[config.mk]
export PLATFORM = sky130hd
export DESIGN_NAME = pb_debounce_array
export DESIGN_NICKNAME = d
export VERILOG_FILES = /design/src/rtl/pb_debounce_array.sv
export SDC_FILE = /design/constraint.sdc
export NUM_CORES = 1
export LEC_CHECK = 0
export ABC_CLOCK_PERIOD_IN_PS = 2500
export CORE_ASPECT_RATIO = 2
export CORE_MARGIN = 5
export CORE_UTILIZATION = 51
export CTS_CLUSTER_DIAMETER = 30
export DETAILED_ROUTE_END_ITERATION = 16
export GPL_ROUTABILITY_DRIVEN = 0
export GPL_TIMING_DRIVEN = 1
export PLACE_DENSITY_LB_ADDON = 0.1
export SYNTH_ARGS = -nofsm -noshare
export SYNTH_HDL_FRONTEND = slang
export SYNTH_SLANG_ARGS = --single-unit
[constraint.sdc]
create_clock -name clk -period 2.5 [get_ports clk]
set_clock_uncertainty 0.05 [all_clocks]
set_input_delay 0.375 -clock clk [delete_from_list [all_inputs] [get_ports clk]]
set_output_delay 0.375 -clock clk [all_outputs]
set_load 0.02 [all_outputs]
[src/rtl/pb_debounce_array.sv]
// Multi-channel pushbutton conditioner: per channel sync, debounce, polarity fix,
// plus one-cycle press / release / long-press pulses.
module pb_debounce_array #(
  parameter int unsigned     N_CH            = 5,
  parameter int unsigned     DEBOUNCE_PERIOD = 1000000,
  parameter int unsigned     LONG_PERIOD     = 50000000,
  parameter logic [N_CH-1:0] POLARITY        = {N_CH{1'b0}}
) (
  input  logic            clk,
  input  logic            reset,
  input  logic [N_CH-1:0] btn_in,
  output logic [N_CH-1:0] btn_level,
  output logic [N_CH-1:0] btn_press,
  output logic [N_CH-1:0] btn_release,
  output logic [N_CH-1:0] btn_long,
  output logic            any_active
);

  localparam int unsigned       DCNT_W    = $clog2(DEBOUNCE_PERIOD + 1);
  localparam int unsigned       HCNT_W    = (LONG_PERIOD > 0) ? $clog2(LONG_PERIOD + 1) : 1;
  localparam logic [DCNT_W-1:0] DCNT_LAST = DCNT_W'(DEBOUNCE_PERIOD - 1);

  logic [N_CH-1:0] raw;
  assign raw        = btn_in ^ POLARITY;
  assign any_active = |btn_level;

  for (genvar i = 0; i < N_CH; i++) begin : g_ch
    logic              s1;
    logic              s2;
    logic              level_q;
    logic              press_q;
    logic              rel_q;
    logic [DCNT_W-1:0] dcnt;
    logic              accept;

    // A change is accepted once s2 has disagreed with the level for DEBOUNCE_PERIOD edges.
    assign accept = (s2 != level_q) && (dcnt == DCNT_LAST);

    always_ff @(posedge clk) begin
      if (reset) begin
        s1      <= 1'b0;
        s2      <= 1'b0;
        level_q <= 1'b0;
        press_q <= 1'b0;
        rel_q   <= 1'b0;
        dcnt    <= '0;
      end else begin
        s1      <= raw[i];
        s2      <= s1;
        press_q <= 1'b0;
        rel_q   <= 1'b0;
        if (s2 == level_q) begin
          dcnt <= '0;
        end else if (accept) begin
          level_q <= s2;
          dcnt    <= '0;
          press_q <= s2;
          rel_q   <= ~s2;
        end else begin
          dcnt <= dcnt + DCNT_W'(1);
        end
      end
    end

    assign btn_level[i]   = level_q;
    assign btn_press[i]   = press_q;
    assign btn_release[i] = rel_q;

    if (LONG_PERIOD > 0) begin : g_long
      localparam logic [HCNT_W-1:0] HCNT_MAX = HCNT_W'(LONG_PERIOD);
      logic [HCNT_W-1:0] hcnt;
      logic              long_q;

      // Hold counter saturates at terminal count so the pulse fires once per press;
      // a release accepted on the terminal edge suppresses it.
      always_ff @(posedge clk) begin
        if (reset) begin
          hcnt   <= '0;
          long_q <= 1'b0;
        end else begin
          long_q <= 1'b0;
          if (!level_q) begin
            hcnt <= '0;
          end else if (hcnt != HCNT_MAX) begin
            hcnt <= hcnt + HCNT_W'(1);
            if ((hcnt == HCNT_MAX - HCNT_W'(1)) && !accept) long_q <= 1'b1;
          end
        end
      end

      assign btn_long[i] = long_q;
    end else begin : g_nolong
      assign btn_long[i] = 1'b0;
    end
  end

endmodule

==> summary.txt <==
Status = complete, no violations
CTS tree = done
Library cells used by synthesis = 44
Area Overhead vs Synth = 16.76%
Fin. max-slew vios = 0
Final worst-path cycle share = 0.9068
Die width = 115.9 µm
Setup TNS = 0 ns
DRC = 0
Layout Nets = 1382
Final Hold Vio Count = 0
RSZ-0062 raised after global routing = no
Via/cell ratio = 5.409
Vias in the first global route = 9124
Worst-path maximum fanout = 5
Ys async rst share = 0
Final setup margin = 0.2331 ns
Final Instance Area = 0.01336 mm²
Post-route ant nets = 0
Worst Setup End Kind = output pin
Synth Warn # = 0
Number of cell rows = 77
Num CTS Buffers = 39
Routed wire length = 23040 µm
Clock Latency Late Sink = 0.51 ns
Cells after synthesis = 1318
Ports = 28
Hold_ws = 0.3605 ns
Final setup vio count = 0
Die ar. = 0.02572 mm²
Initial Util = 0.5165
WS Path Type = flip-flop to output pin
First-pass GRT wire length = 40250 µm
CP Launch Type = flip-flop
Arrival time at the worst endpoint = 1.84 ns
Post-synth top area cell = dfxtp_1
Top-area cell type share of the netlist area = 0.4547
Min-Delay Path Class = input pin to flip-flop
Clock Root Buffer = clkbuf_16
Worst-Margin Slew = 0.6409 ns
Post-synthesis sequential area ratio = 0.4547
Fmax = 0.4411 GHz
Min Tclk post-route = 2.267 ns
HPWL after DPL = 16050 µm
Top FF cell, synth = dfxtp_1
Layout cells sized above 1 = 0.07997
Syn nets = 1340
# diodes = 0
Core ar. = 0.02216 mm²
Slew headroom = 0.5704
Buffers on Ports = 27
Clock sinks = 260
Main area contributors after synthesis = dfxtp_1 (45%), xor2_1 (9.3%), nor2_1 (8.8%)
Setup Slack @ Placement = 0.3895 ns
Register bit total from synthesis = 260
Drt first pass iters = 6
Maximum capacitance violations = 0
Max rail drop VDD = 0.6299 mV
Hold Buf Count CTS = 0
Max clock buf depth = 3
Via Count = 9000
Clk slew on worst S/H paths = 0.06 ns
Syn Std Cell Area = 0.01145 mm²
Htree depth = 2
Worst Path Required = 2.08 ns
GRT Util Overall = 0.1855
Syn avg cell area = 8.684 µm²
DP Area = 0.01200 mm²
Wire per inst = 13.84 µm
Grt ovf = 0
Largest net degree at the start of global routing = 30
Initial DRC count = 400
Static leakage = 0.004283 µW
Cell Pwr Density = 734.9 mW/mm²
Die Height = 221.9 µm
Initial antenna violation count = 0
EDFF count, synth = 0
## report_power, final
group	switching [µW]	internal (µW)	leakage, µW	total, µW
combinational	27.3	23.1	0.00153	50.5
sequential	7.15	4160	0.00210	4160
clock	1950	3650	0.000656	5610
total	1990	7840	0.00428	9820
## flip-flops by register name (all words and copies together), names as in the netlist
| name | flops |
|---|---|
| g_ch.rel_q | 5 |
| g_ch.g_long.hcnt | 130 |
| g_ch.s2 | 5 |
| g_ch.g_long.long_q | 5 |
| g_ch.s1 | 5 |
| g_ch.dcnt | 100 |
| g_ch.press_q | 5 |
| g_ch.level_q | 5 |
## worst max-delay path, stage by stage, from the launching register on
cell and delay, ns:
dfxtp_1 0.37, nor3_2 0.34, nand2_1 0.09, clkdlybuf4s50_1 0.54
## routing by layer
layer	track usage	routed length (µm)	up-vias
li1	-	-	4554
met3	0.03496	702	66
met2	0.3546	12650	134
met1	0.1874	8892	4246
met4	0.08168	788	0
met5	0	0	-
## worst paths after layout
kind / start / to / slack [ns] / cells past startpoint
max reg2reg: g_ch[3].g_long.hcnt[1] / g_ch[3].g_long.hcnt[24] / 0.36 / 6
max: g_ch[4].level_q / any_active / 0.23 / 3
min reg2reg: g_ch[0].s1 / g_ch[0].s2 / 0.38 / 1
min: btn_in[2] / g_ch[2].s1 / 0.36 / 2
## synthesized netlist by cell type, drive strengths merged, types with 18 or more instances
library cell  instances
a21oi                19
and3                 37
and4                 20
buf                  34
clkbuf               18
dfxtp               260
inv                  31
nand2                83
nand3                91
nand4                62
nor2                267
nor3                 42
nor4                 29
or3                  19
xnor2                78
xor2                122
## cell usage in the layout, fill, tap and decap left out, drive strengths merged, types with 7 or more instances in the layout
cell type,Yosys,layout
a21oi,19,19
and3,37,37
and4,20,20
buf,34,26
clkbuf,18,48
clkdlybuf4s50,0,27
clkinv,0,7
dfxtp,260,260
ha,15,15
inv,31,35
mux2i,8,8
nand2,83,83
nand2b,9,9
nand3,91,91
nand4,62,62
nor2,267,267
nor2b,14,14
nor3,42,42
nor4,29,29
nor4b,11,11
o21ai,15,15
or3,19,19
xnor2,78,78
xor2,122,122
## metrics by stage
step / util / power (µW) / cells
floorplan: - / 4279 / 1318
global placement: 0.5416 / 4302 / 1595
detailed placement: 0.5416 / 4303 / 1595
CTS: 0.6029 / 9973 / 1664
global route: 0.6031 / 10190 / 1664
finish: 0.6031 / 9821 / 1664
## kinds of logic after synthesis
| kind of cell | Yosys count | synth area share |
|---|---|---|
| adders and majority gates | 15 | 0.01640 |
| AOI/OAI and AO/OA | 38 | 0.01760 |
| and+or+nand+nor | 714 | 0.3165 |
| buffers and inverters | 83 | 0.03476 |
| xor gates and xnor gates | 200 | 0.1530 |
| muxes | 8 | 0.006996 |
| DFF | 260 | 0.4547 |
## layout make-up
cell class,count,area [µm²]
flip-flops and latches,260,5205
repair buffers,53,490.5
clock buffers,48,1060
fillers,1960,8795
multi-input cells,975,5848
well taps,276,345.3
clock inverters,21,299.0
inverters,31,116.4
## what timing repair did
action,4_1_cts,5_1_grt
hold endpoints to repair,0,0
endpoints found under the setup margin,0,1
resized for setup,0,1
buffers inserted,0,0
No activity file was read; power rests on OpenSTA's default activity.
